===== config.mk =====
export PLATFORM = sky130hd
export DESIGN_NAME = wallace_seq_ctrl_flat
export DESIGN_NICKNAME = d
export VERILOG_FILES = /design/src/rtl/wallace_seq_ctrl_pkg.sv /design/src/rtl/wallace_seq_ctrl_if.sv /design/src/rtl/Compressor_42.sv /design/src/rtl/wallace_seq_ctrl.sv /design/src/flat_wrapper.sv
export SDC_FILE = /design/constraint.sdc
export NUM_CORES = 1
export LEC_CHECK = 0
export CORE_MARGIN = 2
export CORE_UTILIZATION = 30
export CTS_BUF_LIST = sky130_fd_sc_hd__clkbuf_8 sky130_fd_sc_hd__clkbuf_16
export CTS_CLUSTER_SIZE = 20
export DETAILED_ROUTE_END_ITERATION = 12
export GPL_TIMING_DRIVEN = 0
export PLACE_DENSITY = 0.44
export SLEW_MARGIN = 20
export SYNTH_ARGS = -nofsm -noshare
export SYNTH_HDL_FRONTEND = slang
export SYNTH_SLANG_ARGS = --single-unit

===== constraint.sdc =====
create_clock -name clk -period 3.59 [get_ports clk]
set_input_delay 0.359 -clock clk [delete_from_list [all_inputs] [get_ports clk]]
set_output_delay 0.359 -clock clk [all_outputs]
set_load 0.05 [all_outputs]

===== src/rtl/wallace_seq_ctrl_pkg.sv =====
// Shared types and constants for the time-shared Wallace multiplier controller.
package wallace_pkg;

   localparam int OPER_W = 16;
   localparam int COMP_W = 32;
   localparam int STEPS  = OPER_W / 2;

   typedef enum logic [1:0] {
      IDLE,
      REDUCE,
      ADD,
      DONE
   } state_t;

endpackage


===== src/rtl/wallace_seq_ctrl_if.sv =====
// Operand/result handshake bundle between producer, controller and consumer.
interface wallace_seq_ctrl_if
   import wallace_pkg::*;
#(
   parameter int WIDTH  = OPER_W,
   parameter int ITER_W = 4
);

   logic                 in_valid;
   logic                 in_ready;
   logic [WIDTH-1:0]     a;
   logic [WIDTH-1:0]     b;
   logic                 out_valid;
   logic                 out_ready;
   logic [2*WIDTH-1:0]   product;
   logic                 busy;
   logic [ITER_W-1:0]    iter;

   modport master (
      output in_valid, a, b, out_ready,
      input  in_ready, out_valid, product, busy, iter
   );

   modport slave (
      input  in_valid, a, b, out_ready,
      output in_ready, out_valid, product, busy, iter
   );

endinterface


===== src/rtl/Compressor_42.sv =====
// Bitwise 4:2 compressor built from two full-adder layers; cout never depends on cin.
module Compressor_42 #(
   parameter int W = 32
) (
   input  logic [W-1:0] x [4],
   input  logic [W-1:0] cin,
   output logic [W-1:0] s,
   output logic [W-1:0] c,
   output logic [W-1:0] cout
);

   logic [W-1:0] t;

   assign t    = x[0] ^ x[1] ^ x[2];
   assign cout = (x[0] & x[1]) | (x[0] & x[2]) | (x[1] & x[2]);
   assign s    = t ^ x[3] ^ cin;
   assign c    = (t & x[3]) | (t & cin) | (x[3] & cin);

endmodule


===== src/rtl/wallace_seq_ctrl.sv =====
// Iterative multiplier controller folding two partial-product rows per cycle into a carry-save pair.
// Optional early termination on exhausted multiplier bits: define WALLACE_EARLY_EXIT_EN.
module wallace_seq_ctrl
   import wallace_pkg::*;
#(
   parameter int WIDTH  = OPER_W,
   parameter int ITER_W = 4
) (
   input  logic              clk,
   input  logic              rst_n,
   wallace_seq_ctrl_if.slave bus
);

   localparam int N_STEPS = WIDTH / 2;
   localparam int IDX_W   = ITER_W + 1;

   state_t             state, state_nxt, start_state;
   logic [WIDTH-1:0]   a_q, b_q;
   logic [COMP_W-1:0]  s_q, c_q, product_q;
   logic [ITER_W-1:0]  iter_q;
   logic               out_valid_q;
   logic               in_ready, accept, last_step;
   logic [IDX_W-1:0]   even_idx, odd_idx;
   logic [WIDTH-1:0]   b_even_sh, b_odd_sh;
   logic [COMP_W-1:0]  pp_even, pp_odd;
   logic [COMP_W-1:0]  comp_x [4];
   logic [COMP_W-1:0]  comp_cin, comp_s, comp_c, comp_cout;
   logic               cout_msb_unused;

   assign in_ready = (state == IDLE) || (state == DONE && bus.out_ready);
   assign accept   = bus.in_valid && in_ready;

   // Rows 2k and 2k+1 of the partial-product array for the current step k.
   assign even_idx  = {iter_q, 1'b0};
   assign odd_idx   = {iter_q, 1'b1};
   assign b_even_sh = b_q >> even_idx;
   assign b_odd_sh  = b_q >> odd_idx;
   assign pp_even   = b_even_sh[0] ? (COMP_W'(a_q) << even_idx) : '0;
   assign pp_odd    = b_odd_sh[0]  ? (COMP_W'(a_q) << odd_idx)  : '0;

   // Carry-outs feed the next bit's cin; the top carry falls off the 32-bit result.
   assign comp_x[0]       = s_q;
   assign comp_x[1]       = c_q << 1;
   assign comp_x[2]       = pp_even;
   assign comp_x[3]       = pp_odd;
   assign comp_cin        = {comp_cout[COMP_W-2:0], 1'b0};
   assign cout_msb_unused = comp_cout[COMP_W-1];

   Compressor_42 #(.W(COMP_W)) u_comp (
      .x    (comp_x),
      .cin  (comp_cin),
      .s    (comp_s),
      .c    (comp_c),
      .cout (comp_cout)
   );

`ifdef WALLACE_EARLY_EXIT_EN
   logic [IDX_W-1:0] rest_idx;
   logic [WIDTH-1:0] b_rest_sh;

   assign rest_idx    = even_idx + IDX_W'(2);
   assign b_rest_sh   = b_q >> rest_idx;
   assign last_step   = (iter_q == ITER_W'(N_STEPS - 1)) || (b_rest_sh == '0);
   assign start_state = (bus.b == '0) ? ADD : REDUCE;
`else
   assign last_step   = (iter_q == ITER_W'(N_STEPS - 1));
   assign start_state = REDUCE;
`endif

   assign bus.in_ready  = in_ready;
   assign bus.out_valid = out_valid_q;
   assign bus.product   = product_q;
   assign bus.busy      = (state == REDUCE) || (state == ADD);
   assign bus.iter      = iter_q;

   always_ff @(posedge clk or negedge rst_n) begin
      if (!rst_n) begin
         state <= IDLE;
      end else begin
         state <= state_nxt;
      end
   end

   always_comb begin
      state_nxt = state;
      case (state)
         IDLE:    if (accept) state_nxt = start_state;
         REDUCE:  if (last_step) state_nxt = ADD;
         ADD:     state_nxt = DONE;
         DONE:    if (bus.out_ready) state_nxt = accept ? start_state : IDLE;
         default: state_nxt = IDLE;
      endcase
   end

   // A new accept always restarts the carry-save pair, even straight out of DONE.
   always_ff @(posedge clk or negedge rst_n) begin
      if (!rst_n) begin
         a_q         <= '0;
         b_q         <= '0;
         s_q         <= '0;
         c_q         <= '0;
         iter_q      <= '0;
         product_q   <= '0;
         out_valid_q <= 1'b0;
      end else begin
         if (accept) begin
            a_q    <= bus.a;
            b_q    <= bus.b;
            s_q    <= '0;
            c_q    <= '0;
            iter_q <= '0;
         end else if (state == REDUCE) begin
            s_q    <= comp_s;
            c_q    <= comp_c;
            iter_q <= iter_q + ITER_W'(1);
         end

         if (state == ADD) begin
            product_q   <= s_q + (c_q << 1);
            out_valid_q <= 1'b1;
         end else if (state == DONE && bus.out_ready) begin
            out_valid_q <= 1'b0;
         end
      end
   end

endmodule


===== src/flat_wrapper.sv =====
// flat-port wrapper written by rule: the top's interface ports become plain ports
module wallace_seq_ctrl_flat import wallace_pkg::*;
#(
   parameter int WIDTH  = OPER_W,
   parameter int ITER_W = 4
)
  (clk, rst_n, bus_in_valid, bus_a, bus_b, bus_out_ready, bus_in_ready, bus_out_valid, bus_product, bus_busy, bus_iter);
  wallace_seq_ctrl_if #(.WIDTH(WIDTH), .ITER_W(ITER_W)) bus_i ();
  input  logic clk;
  input  logic rst_n;
  input wire logic [$bits(bus_i.in_valid)-1:0] bus_in_valid;
  input wire logic [$bits(bus_i.a)-1:0] bus_a;
  input wire logic [$bits(bus_i.b)-1:0] bus_b;
  input wire logic [$bits(bus_i.out_ready)-1:0] bus_out_ready;
  output wire logic [$bits(bus_i.in_ready)-1:0] bus_in_ready;
  output wire logic [$bits(bus_i.out_valid)-1:0] bus_out_valid;
  output wire logic [$bits(bus_i.product)-1:0] bus_product;
  output wire logic [$bits(bus_i.busy)-1:0] bus_busy;
  output wire logic [$bits(bus_i.iter)-1:0] bus_iter;
  assign bus_i.in_valid = bus_in_valid;
  assign bus_i.a = bus_a;
  assign bus_i.b = bus_b;
  assign bus_i.out_ready = bus_out_ready;
  assign bus_in_ready = bus_i.in_ready;
  assign bus_out_valid = bus_i.out_valid;
  assign bus_product = bus_i.product;
  assign bus_busy = bus_i.busy;
  assign bus_iter = bus_i.iter;
  wallace_seq_ctrl #(.WIDTH(WIDTH), .ITER_W(ITER_W)) u_core (.clk(clk), .rst_n(rst_n), .bus(bus_i));
endmodule

# Word-level counts from Yosys, hierarchy flattened
# Index checks and enable logic that the tools add are counted.
# totals
regBits,134
input_bits,36
output_inout_bits,39
# classes
n_addsub,2
eq_ne,7
shifts,4
mux,15
bitwise,14
reduce_logical,8
# ops
op,n
$and 31x31->31,6
$mux 32,4
$xor 32x32->32,4
$or 31x31->31,4
$shl 16x5->32,2
$mux 31,2
$add 32x32->32,1
$shr 16x5->1,2
$mux 4,2
$pmux 2 s4,1
$mux 2,3
$add 4x1->4 const B,1
$eq 2x2->1 const B,2
$eq 4x3->1 const B,1
$ne 2x1->1 const B,2
$reduce_bool 2->1,2
$mux 1,3
$reduce_and 3->1,1
$eq 2x1->1 const B,1
$logic_and 1x1->1,2
$logic_not 2->1,1
$logic_or 1x1->1,2
$ne 2x2->1 const B,1

# Longest topological paths before layout
# Gate-level depths: netlist (run 1).
# logic_depth
depth_word,10
mapped_depth,15
ltp_nobuf,14

# Cells and area by module
# From an unflattened synthesis (run 1), not the netlist that was laid out.
# unflattened
hier_cells,1153
hier_area_um2,10284.9
# modules_own_cells
mod,instances,cells_each,area_per_inst_um2,seq_area_each_um2
wallace_seq_ctrl,1,833,8042.7,3353.2
Compressor_42,1,320,2242.2,0.0

# Worst setup path before layout (run 1)
# No wires, ideal clock.
# synth_path
path_type,register to register
start,"reg u_core.iter_q[1], in the netlist u_core.bus.iter[1]"
end,reg u_core.s_q[29]
setup_time_ps,132
arrival_ps,3346
t_required_ps,3458
path_slack_ps,112
stages_incl_launch_ff,15
path_buffers,2
period_less_slack_ps,3478
cell_sequence,dfrtp_1 > clkbuf_1 > buf_2 > mux2i_1 > o21ai_0 > nand2_1 > o21ai_0 > a22o_1 > nor2b_1 > fa_1 > inv_1 > fa_1 > inv_1 > mux2i_1 > nor2_1
# synth_via
elab_chain_cells,8
elab_cells_between_ends,15
# synth_rtl
element,line,rtl
start: declaration,wallace_seq_ctrl.sv:20,logic [ITER_W-1:0] iter_q;
start signal: assignment,wallace_seq_ctrl.sv:115,iter_q <= iter_q + ITER_W'(1);
$shl 16x5->32 or $shr 16x5->1 (tied branches),"wallace_seq_ctrl.sv:38, wallace_seq_ctrl.sv:36",
$mux 32,wallace_seq_ctrl.sv:38,assign pp_even = b_even_sh[0] ? (COMP_W'(a_q) << even_idx) : '0;
$and 31x31->31,Compressor_42.sv:15,assign cout = (x[0] & x[1]) | (x[0] & x[2]) | (x[1] & x[2]);
$or 31x31->31 (2 in series),Compressor_42.sv:15,
$xor 32x32->32 (*),Compressor_42.sv:16,assign s = t ^ x[3] ^ cin;
$mux 32 (*),wallace_seq_ctrl.sv:112,end else if (state == REDUCE) begin
$mux 32 (*),wallace_seq_ctrl.sv:106,if (accept) begin
end signal: assignment,wallace_seq_ctrl.sv:113,s_q <= comp_s;
end: declaration,wallace_seq_ctrl.sv:19,"logic [COMP_W-1:0] s_q, c_q, product_q;"
# Every way passes the cells marked *; elsewhere a longest branch is shown, timed or not. The select of a mux whose other input is x is not followed.
# A chain may end at the register's enable or synchronous reset.

# Worst setup path in the final report (run 1)
# layout_path
start,"reg u_core.iter_q[1], in the netlist u_core.bus.iter[1]"
end,reg u_core.s_q[24]
# Same word-level chain as after synthesis.

==> impl_metrics.py, run 1 <==
metrics = {
    "route": {
        "wl_per_cell_um": 17.3,
        "ant_nets": 0,
        "via_per_inst": 4.69,
        "routed_wl_mm": 26.3,
        "dr.first_iter.drc_count": 405,
        "drc_errors": 0,
        "first_pass_iters": 5,
        "vias": 7143,
    },
    "die": {
        "die_w_um": 184,
        "dieArea_mm2": 0.0337,
        "ios": 75,
        "start_util_pct": 30.6,
        "fp.dieH_um": 184,
        "core.rowCount": 65,
        "core_mm2": 0.0316,
    },
    "power": {
        "powerDensity_mw_per_mm2": 982,
        "total_power_w": 0.0114,
        "peakVddDrop_uv": 391,
        "p_leak_nw": 5.39,
    },
    "critical_path": {
        "crit_fanout": 10,
        "critPathKind": "reg -> reg",
        "max_stage_delay_ns": 0.52,
        "critical_path.top_delay_family": "adder cells",
        "end_kind": "register",
        "arrival_ns": 3.71,
        "crit_chain": "buf_4 > buf_2 > nor2_1 > nand3_1 > o21ai_0 > a22o_1 > nor2b_1 > fa_1 > inv_1 > fa_1 > inv_1 > mux2i_1 > nor2_1",
        "cp.required_ns": 3.89,
        "start_kind": "register",
        "slowest_stage": "fa_1",
        "path_buf_inv": 4,
    },
    "place": {
        "place_area_mm2": 0.0110,
        "post-dp-hpwl_mm": 20.3,
        "numPlacedInstances": 1487,
        "portBuffers": 74,
        "gp_congestion": 0.841,
        "dp_slack_ns": -0.388,
    },
    "synthesis": {
        "syn_area_per_cell_um2": 9.58,
        "ys_warn_count": 0,
        "seq_area_frac_synth_pct": 34.4,
        "synth-seq-cells": 133,
        "syn_area_mm2": 0.00968,
        "synthDistinctLibCells": 63,
        "synth_nets": 1143,
        "synth_flop_cell": "dfrtp_1",
        "synth_edf_count": 0,
        "netlist_instances": 1010,
        "synthArstFlopShare_pct": 100,
    },
    "sta": {
        "setup_viol_count_final": 0,
        "setup_slack_ns": 0.177,
        "fin_crit_sh_pct": 95.1,
        "slew_headroom_pct": 32.6,
        "clock.fmax_mhz": 293,
        "layout_min_cycle_time_ns": 3.41,
        "skew_ns": 0.0186,
        "hold_viol": 0,
        "tightest_slew_ns": 1.01,
        "maxSlewViolCount": 0,
        "rsz0062_at_grt": "yes",
    },
    "finish": {
        "final_cells": 1522,
        "stdcell_area_mm2": 0.0116,
        "n_antenna_cell": 0,
        "area_growth_pct": 20.1,
        "utilization_pct": 36.7,
        "mostFrequentLayoutCells": "132 x inv_1, 131 x dfrtp_1, 107 x nor2_1",
        "final_common_cell": "inv_1",
        "drive_gt1_share_pct": 11.4,
        "final_nets": 1240,
    },
    "clock_network": {
        "clk_latency_ns": 0.44,
        "h-tree-depth": 4,
        "cts_tree": "done",
        "clockRootBuffer": "clkbuf_16",
        "clock_sinks": 133,
        "clk_path_buf_depth": 2,
        "numCtsBuffers": 17,
        "path_clk_slew_ns": 0.07,
    },
    "grt": {
        "grt_max_degree": 87,
        "grt_pass1_wl_mm": 43.1,
        "grt-ovfl-total": 0,
        "grt_pass1_vias": 7444,
        "antenna_found_initial": 0,
        "track_usage_pct": 16.7,
    },
    "job": {
        "cap_violations": 0,
    },
    "worst_hold_path": {
        "hold_path_class": "reg -> reg",
    },
    "run_status": {
        "status": "complete, no violations",
    },
}
-- tightest hold or removal path, delay by kind of cell, from the launching register on --
family        cells  cell delay (ns)
simple gates      2             0.10
flops             1             0.35
-- cell type report --
class	instances	area, um2
inverter	132	495
buffer	52	219
fill	3201	20000
sequential	133	3330
tap	402	503
clock buffer	17	425
timing repair buffer	79	818
clock inverter	15	180
multi-input combinational	692	5650
-- per-layer routing --
layer / GRT usage [%] / up-vias / part of all wire, %
met5: 0 / - / 0
met4: 4.83 / 0 / 1.8
met3: 2.65 / 30 / 3.2
met2: 24.9 / 123 / 43
met1: 24.9 / 3446 / 52
li1: - / 3544 / -
-- synth_stat cells, types with 3 or more instances --
cell type | instances | share of area (%)
nor3_1 | 12 | 0.62
fa_1 | 60 | 12
o211ai_1 | 3 | 0.23
dfrtp_1 | 133 | 34
nor2_1 | 107 | 4.2
o21bai_1 | 4 | 0.31
o21ai_0 | 37 | 1.9
and2_1 | 3 | 0.19
a22o_1 | 8 | 0.72
clkbuf_1 | 34 | 1.3
mux2i_1 | 76 | 7.9
inv_1 | 132 | 5.1
nand2_1 | 88 | 3.4
a21o_1 | 12 | 0.93
and3_1 | 8 | 0.52
mux2_2 | 60 | 7.0
xnor2_1 | 16 | 1.4
a22oi_1 | 3 | 0.23
xor2_1 | 11 | 1.0
or3_1 | 3 | 0.19
buf_2 | 9 | 0.47
a21oi_1 | 43 | 2.2
nand4_1 | 4 | 0.26
a211oi_1 | 6 | 0.47
mux4_2 | 4 | 0.93
o21a_1 | 3 | 0.23
nand3_1 | 9 | 0.47
buf_1 | 9 | 0.35
o22ai_1 | 6 | 0.39
nand2b_1 | 3 | 0.19
ha_1 | 37 | 4.8
nor2b_1 | 30 | 1.9
-- logic make-up after synthesis --
logic type	count (synthesis)	synth area share, %
XOR/XNOR	27	2.44
multiplexers	141	15.9
adder cells (fa/ha/maj)	97	17.2
AND/OR/NAND/NOR	276	12.6
flip-flops	133	34.4
other	1	0.0388
buffers and inverters	185	7.31
AO/OA/AOI/OAI	150	10.1
-- flip-flops by register name, indices dropped and copies added (netlist names) --
signal                count
u_core.a_q               16
u_core.bus.iter           4
u_core.bus.out_valid      1
u_core.bus.product       32
u_core.c_q               30
u_core.state              2
u_core.s_q               32
u_core.b_q               16
-- repair_timing --
item	in CTS	in global routing
buffers inserted	0	3
resized for setup	8	10
hold buffers	1	0
endpoints found under the hold margin	69	0
setup endpoints to repair	41	17
-- worst paths after layout --
check | from | endpoint | slack, ns | depth (start not counted)
worst max-delay path | u_core.bus.iter[1]$_DFFE_PN0P_ | u_core.s_q[24]$_DFFE_PN0P_ | 0.18 | 13
worst min-delay path | u_core.bus.out_valid$_DFFE_PN0P_ | u_core.bus.out_valid$_DFFE_PN0P_ | 0.49 | 2
worst max register to register | u_core.bus.iter[1]$_DFFE_PN0P_ | u_core.s_q[24]$_DFFE_PN0P_ | 0.18 | 13
worst min register to register | u_core.bus.out_valid$_DFFE_PN0P_ | u_core.bus.out_valid$_DFFE_PN0P_ | 0.49 | 2
max in group asynchronous | rst_n | u_core.bus.product[2]$_DFFE_PN0P_ | 2.36 | 3
min in group asynchronous | rst_n | u_core.bus.product[25]$_DFFE_PN0P_ | 0.53 | 2
-- per-stage QoR --
step / hold slack (ns) / TNS [ns]
global placement: 0.471 / -510.25
global route: 0.524 / -0.125
finish: 0.492 / 0
detailed placement: 0.426 / -8.51
CTS: 0.491 / 0
floorplan: 0.0634 / 0
-- report_power, final --
| part | switching, W | leakage (nW) | total [W] | internal (W) |
|---|---|---|---|---|
| registers | 0.000549 | 1.72 | 0.00263 | 0.00208 |
| clock network | 0.000821 | 0.296 | 0.00188 | 0.00106 |
| logic | 0.00423 | 3.38 | 0.00690 | 0.00267 |
| total | 0.00560 | 5.39 | 0.0114 | 0.00581 |
No activity file was read; power rests on OpenSTA's default activity.
==> inputs of run 2 (changes only) <==
- ABC_AREA: default -> 1
- PLACE_DENSITY: 0.44 -> 0.43
==> run 2 against run 1 <==
Compared with the run above: synthesized cell count increased by 46%; utilization decreased by 0.74 points; worst setup slack improved by 0.18 ns; clock power decreased by 6%; clock-buffer cell count unchanged; first-iteration DRC count increased by 20%; register-to-register slack improved by 0.18 ns; area after synthesis increased by 8.2%; clock skew decreased by 0.0076 ns; critical endpoint is now u_core.s_q[22]$_DFFE_PN0P_; largest power group unchanged.
==> impl_metrics.py, run 2 <==
metrics = {
    "run_status": {
        "status": "complete, no violations",
    },
    "grt": {
        "track_usage_pct": 19.1,
        "grt_pass1_wl_mm": 52.4,
        "grt_max_degree": 83,
        "grt_pass1_vias": 9227,
        "antenna_found_initial": 1,
        "grt-ovfl-total": 0,
    },
    "clock_network": {
        "clk_latency_ns": 0.44,
        "postCtsSetupBuffers": 0,
        "clock_sinks": 133,
        "numCtsBuffers": 17,
        "clockRootBuffer": "clkbuf_16",
        "cts_repair_resize_count": 0,
        "cts_tree": "done",
        "holdBufCountCts": 1,
        "path_clk_slew_ns": 0.07,
        "clk_path_buf_depth": 2,
        "h-tree-depth": 4,
    },
    "die": {
        "start_util_pct": 30.4,
        "die_w_um": 191,
        "ios": 75,
        "core_mm2": 0.0345,
        "core.rowCount": 68,
        "dieArea_mm2": 0.0364,
        "fp.dieH_um": 191,
    },
    "sta": {
        "rsz0062_at_grt": "no",
        "tightest_slew_ns": 0.787,
        "slew_headroom_pct": 47.5,
        "clock.fmax_mhz": 309,
        "hold_viol": 0,
        "whs_ns": 0.447,
        "setup_slack_ns": 0.358,
        "setup_viol_count_final": 0,
        "fin_crit_sh_pct": 90.0,
        "tns_ns": 0,
        "layout_min_cycle_time_ns": 3.23,
        "skew_ns": 0.0110,
        "maxSlewViolCount": 0,
    },
    "synthesis": {
        "syn_area_mm2": 0.0105,
        "synth_area_leaders": "dfrtp_1 32%, nand2_1 20%, fa_1 11%",
        "synth_top_cell_area_share_pct": 31.8,
        "synth_area_leader_cell": "dfrtp_1",
        "netlist_instances": 1479,
        "ys_warn_count": 0,
        "ys_top_cells_by_count": "569 x nand2_1, 257 x inv_1, 133 x dfrtp_1",
        "syn_area_per_cell_um2": 7.08,
        "synth_edf_count": 0,
        "synthArstFlopShare_pct": 100,
        "synth_nets": 1612,
        "synth-seq-cells": 133,
        "yosysMostFrequentCell": "nand2_1",
        "seq_area_frac_synth_pct": 31.8,
        "synth_flop_cell": "dfrtp_1",
        "synthDistinctLibCells": 47,
    },
    "critical_path": {
        "max_stage_delay_ns": 0.52,
        "crit_chain": "inv_2 > buf_2 > nand3_1 > o21ai_1 > o22ai_1 > nand2_1 > inv_1 > fa_1 > inv_1 > fa_1 > o21ai_0 > nand2_1 > inv_1",
        "end_kind": "register",
        "critPathKind": "reg -> reg",
        "arrival_ns": 3.56,
        "cp.required_ns": 3.92,
        "start_kind": "register",
        "crit_top_cell": "inv_1",
        "crit_fanout": 10,
        "slowest_stage": "fa_1",
    },
    "finish": {
        "fillers": 3796,
        "final_nets": 1707,
        "mostFrequentLayoutCells": "569 x nand2_1, 258 x inv_1, 133 x dfrtp_1",
        "n_antenna_cell": 0,
        "area_growth_pct": 18.5,
        "drive_gt1_share_pct": 7.88,
        "final_common_cell": "nand2_1",
    },
    "power": {
        "powerDensity_mw_per_mm2": 811,
        "peakVddDrop_uv": 479,
        "clkPwrFrac_pct": 17.5,
        "total_power_w": 0.0101,
        "p_leak_nw": 6.52,
        "p_seq_share_pct": 24.1,
        "switching_power_w": 0.00514,
        "internal_power_w": 0.00491,
        "power_frac_comb_pct": 58.4,
        "switching_share_pct": 51.2,
    },
    "route": {
        "ant_nets": 0,
        "vias": 9132,
        "dr.first_iter.drc_count": 484,
        "wl_per_cell_um": 15.8,
        "first_pass_iters": 5,
        "routed_wl_mm": 32.3,
        "drc_errors": 0,
        "via_per_inst": 4.47,
    },
    "worst_hold_path": {
        "hold_path_class": "in -> reg",
    },
    "place": {
        "portBuffers": 74,
        "dp_slack_ns": 0.384,
        "post-dp-hpwl_mm": 25.8,
        "gp_congestion": 0.901,
    },
    "job": {
        "cap_violations": 0,
    },
}
## run 2: cell types whose count changed in the layout (fill, tap and decap cells not counted), sizes merged, moves of 9 or more
cell,change
clkbuf,-17
mux2,-61
nor2,-30
a21oi,-21
mux2i,-76
nor2b,-30
xor2,-9
nand3,+60
o21ai,+74
inv,+127
buf,+15
nand2,+485
a21o,-12
## run 2: worst paths after layout
path,from,endpoint,slack [ns],cells after the start
worst max-delay path,u_core.bus.iter[1]$_DFFE_PN0P_,u_core.s_q[22]$_DFFE_PN0P_,0.36,13
worst min-delay path,bus_b[0],u_core.b_q[0]$_DFFE_PN0P_,0.45,3
worst max register to register,u_core.bus.iter[1]$_DFFE_PN0P_,u_core.s_q[22]$_DFFE_PN0P_,0.36,13
worst min register to register,u_core.bus.product[20]$_DFFE_PN0P_,u_core.bus.product[20]$_DFFE_PN0P_,0.47,2
max in group asynchronous,rst_n,u_core.state[1]$_DFFE_PN0P_,2.34,3
min in group asynchronous,rst_n,u_core.bus.product[3]$_DFFE_PN0P_,0.49,2
## run 2: per-stage QoR
| stage | cell area, um2 | utilization [%] | instances |
|---|---|---|---|
| after floorplan | 10500 | - | 1479 |
| final | 12400 | 36.0 | 2042 |
| after global routing | 12400 | 36.0 | 2042 |
| after CTS | 12400 | 36.0 | 2042 |
| after detailed placement | 11800 | 34.3 | 2009 |
| after global placement | 11800 | 34.2 | 2008 |
## run 2: critical path, delay by kind of cell, from the launching register on
family | cells | cell delay [ns]
adder cells (fa/ha/maj) | 2 | 1.00
buffers and inverters | 5 | 0.64
AO/OA/AOI/OAI | 3 | 0.69
flip-flops | 1 | 0.48
AND/OR/NAND/NOR | 3 | 0.31
## run 2: final cells by class
cell class                 count  area, um2  share of cell area [%]
multi-input combinational   1026       5830                    47.0
sequential                   133       3330                    26.8
inverter                     267       1010                    8.12
timing repair buffer          76        783                    6.32
tap                          455        569                    4.59
clock buffer                  17        425                    3.43
buffer                        53        305                    2.46
clock inverter                15        156                    1.26
## run 2: logic make-up after synthesis
logic type / synth area share (%)
xor+xnor: 1.00
fa+ha+maj: 15.9
compound gates: 8.64
simple gates: 30.1
flops: 31.8
other cells: 0.0358
buf+inv: 12.5
## run 2: metal layers
metal	wire length [um]	vias to the layer above	GRT usage, %
li1	-	4688	-
met1	15700	4255	26.0
met2	15300	164	31.9
met3	994	25	3.04
met4	348	0	4.20
met5	0	-	0
## run 2: power groups by stage
stage | combinational, W | sequential (W) | clock (W)
after global placement | 0.00588 | 0.00246 | 0
after CTS | 0.00596 | 0.00244 | 0.00182
final | 0.00587 | 0.00242 | 0.00176
after global routing | 0.00668 | 0.00250 | 0.00189
after detailed placement | 0.00592 | 0.00246 | 0
after floorplan | 0.00370 | 0.00274 | 0
==> inputs of run 3 (changes only) <==
- CORE_MARGIN: 2 -> default
- CTS_BUF_LIST: sky130_fd_sc_hd__clkbuf_8 sky130_fd_sc_hd__clkbuf_16 -> default
==> run 3 against run 2 <==
Compared with the run above: non-clock buffer count is the same; sequential share of layout area is essentially flat; design area rose by 0.11%; utilization hardly changed; sequential power is essentially flat; first-iteration DRC count grew 0.62%; critical endpoint unchanged; largest cell class unchanged.
==> impl_metrics.py, run 3 (synthesis gave the netlist of run 2 again) <==
metrics = {
    "run_status": {
        "status": "complete, no violations",
    },
    "sta": {
        "hold_viol": 0,
        "clock.fmax_mhz": 311,
        "tightest_slew_ns": 0.704,
        "layout_min_cycle_time_ns": 3.21,
        "setup_viol_count_final": 0,
        "skew_ns": 0.0107,
        "slew_headroom_pct": 52.6,
        "fin_crit_sh_pct": 89.5,
        "rsz0062_at_grt": "no",
        "maxSlewViolCount": 0,
    },
    "grt": {
        "antenna_found_initial": 1,
        "track_usage_pct": 19.6,
        "grt_pass1_wl_mm": 52.8,
        "grt_max_degree": 77,
        "grt_pass1_vias": 9184,
        "grt-ovfl-total": 0,
    },
    "critical_path": {
        "slowest_stage": "fa_1",
        "crit_top_cell": "inv_1",
        "cp-startpoint": "u_core.bus.iter[1]$_DFFE_PN0P_",
        "reg2reg_from": "u_core.bus.iter[1]$_DFFE_PN0P_",
        "crit_fanout": 10,
        "critical_path.top_delay_family": "adder cells",
        "r2r_slack_ns": 0.38,
        "r2r-end": "u_core.s_q[22]$_DFFE_PN0P_",
        "path_buf_inv": 5,
        "max_stage_delay_ns": 0.53,
        "rr_worst_depth": 13,
        "crit_chain": "inv_2 > buf_2 > nand3_1 > o21ai_1 > o22ai_1 > nand2_1 > inv_1 > fa_1 > inv_1 > fa_1 > o21ai_0 > nand2_1 > inv_1",
        "cp.required_ns": 3.93,
        "arrival_ns": 3.55,
        "critPathKind": "reg -> reg",
        "end_kind": "register",
        "start_kind": "register",
    },
    "finish": {
        "final_nets": 1707,
        "drive_gt1_share_pct": 7.82,
        "seqCellArea_mm2": 0.00333,
        "area_growth_pct": 18.6,
        "n_antenna_cell": 0,
        "final_common_cell": "nand2_1",
        "multi_input_area_mm2": 0.00583,
        "fillers": 3808,
        "utilization_pct": 36.0,
        "mostFrequentLayoutCells": "569 x nand2_1, 257 x inv_1, 133 x dfrtp_1",
        "stdcell_area_mm2": 0.0124,
    },
    "clock_network": {
        "clock_sinks": 133,
        "clk_path_buf_depth": 2,
        "numCtsBuffers": 17,
        "cts_tree": "done",
        "clockRootBuffer": "clkbuf_16",
        "path_clk_slew_ns": 0.06,
        "clk_latency_ns": 0.45,
        "postCtsSetupBuffers": 0,
        "h-tree-depth": 4,
    },
    "place": {
        "gp_congestion": 0.884,
        "place_area_mm2": 0.0118,
        "portBuffers": 74,
        "post-dp-hpwl_mm": 25.8,
    },
    "route": {
        "drc_errors": 0,
        "met3_length_um": 997,
        "wl_per_cell_um": 15.8,
        "wl_met2_mm": 14.9,
        "top_layer_used": "met4",
        "first_pass_iters": 7,
        "dr.first_iter.drc_count": 487,
        "wl_met1_mm": 15.6,
        "vias": 9077,
        "routed_wl_mm": 32.3,
        "ant_nets": 0,
        "via_per_inst": 4.45,
    },
    "die": {
        "core.rowCount": 68,
        "start_util_pct": 30.4,
        "core_mm2": 0.0345,
        "die_w_um": 189,
        "fp.dieH_um": 189,
        "dieArea_mm2": 0.0356,
        "ios": 75,
    },
    "power": {
        "p_seq_share_pct": 24.0,
        "powerDensity_mw_per_mm2": 814,
        "switching_share_pct": 50.6,
        "peakVddDrop_uv": 523,
        "p_leak_nw": 6.53,
        "power_frac_comb_pct": 57.9,
        "switching_power_w": 0.00511,
        "internal_power_w": 0.00500,
        "clkPwrFrac_pct": 18.1,
    },
    "job": {
        "cap_violations": 0,
    },
    "worst_hold_path": {
        "hold_path_class": "in -> reg",
        "min_from": "bus_a[8]",
        "worstHoldEndpoint": "u_core.a_q[8]$_DFFE_PN0P_",
        "hold_path_depth": 3,
    },
}
run 3: cell types whose count changed in the layout (fill, tap and decap cells not counted), sizes merged:
cell,delta
inv,-4
clkbuf,+6
clkinvlp,-1
clkinv,-2
run 3: through the flow:
stage	cells	hold WS [ns]	total power [W]	setup WS, ns	TNS (ns)
6_report	2041	0.445	0.0101	0.378	0
2_1_floorplan	1479	0.0634	0.00644	0.669	0
5_1_grt	2041	0.449	0.0111	0.209	0
3_5_place_dp	2009	0.392	0.00838	0.360	0
4_1_cts	2041	0.421	0.0103	0.352	0
3_3_place_gp	2008	0.459	0.00834	-3.80	-502.87
run 3: how the worst max path moves through the flow:
stage                            endpoint  slack (ns)  cells after the start
6_report       u_core.s_q[22]$_DFFE_PN0P_        0.38                     13
5_1_grt        u_core.s_q[22]$_DFFE_PN0P_        0.21                     13
4_1_cts        u_core.s_q[22]$_DFFE_PN0P_        0.35                     13
3_5_place_dp   u_core.s_q[22]$_DFFE_PN0P_        0.36                     13
3_3_place_gp    u_core.b_q[1]$_DFFE_PN0P_       -3.80                      1
2_1_floorplan  u_core.s_q[22]$_DFFE_PN0P_        0.67                     15
run 3: layer usage:
metal  track usage [%]  vias up
met2              31.8      172
met3              2.94       40
met1              26.6     4175
li1                  -     4690
met4              6.89        0
met5                 0        -
run 3: final cells by class:
class / instances / area share (%)
clock inverter: 8 / 0.786
tap: 455 / 4.59
clock buffer: 23 / 4.01
buffer: 53 / 2.46
sequential: 133 / 26.8
multi-input combinational: 1026 / 46.9
timing repair buffer: 76 / 6.31
inverter: 267 / 8.11
run 3: worst min-delay path: cells and delay by family:
family	cells	cell delay [ns]
buffers and inverters	1	0.40
AND/OR/NAND/NOR	2	0.10
run 3: what timing repair did:
item | CTS | global route
endpoints found under the setup margin | 0 | 0
hold endpoints to repair | 75 | 0
gates resized for setup | 0 | 0
hold buffers | 1 | 0
run 3: power groups by stage:
| stage | clock [W] | combinational [W] | sequential, W |
|---|---|---|---|
| 6_report | 0.00183 | 0.00585 | 0.00242 |
| 5_1_grt | 0.00195 | 0.00667 | 0.00251 |
| 4_1_cts | 0.00189 | 0.00595 | 0.00244 |
| 3_5_place_dp | 0 | 0.00591 | 0.00246 |
| 3_3_place_gp | 0 | 0.00588 | 0.00246 |
| 2_1_floorplan | 0 | 0.00370 | 0.00274 |
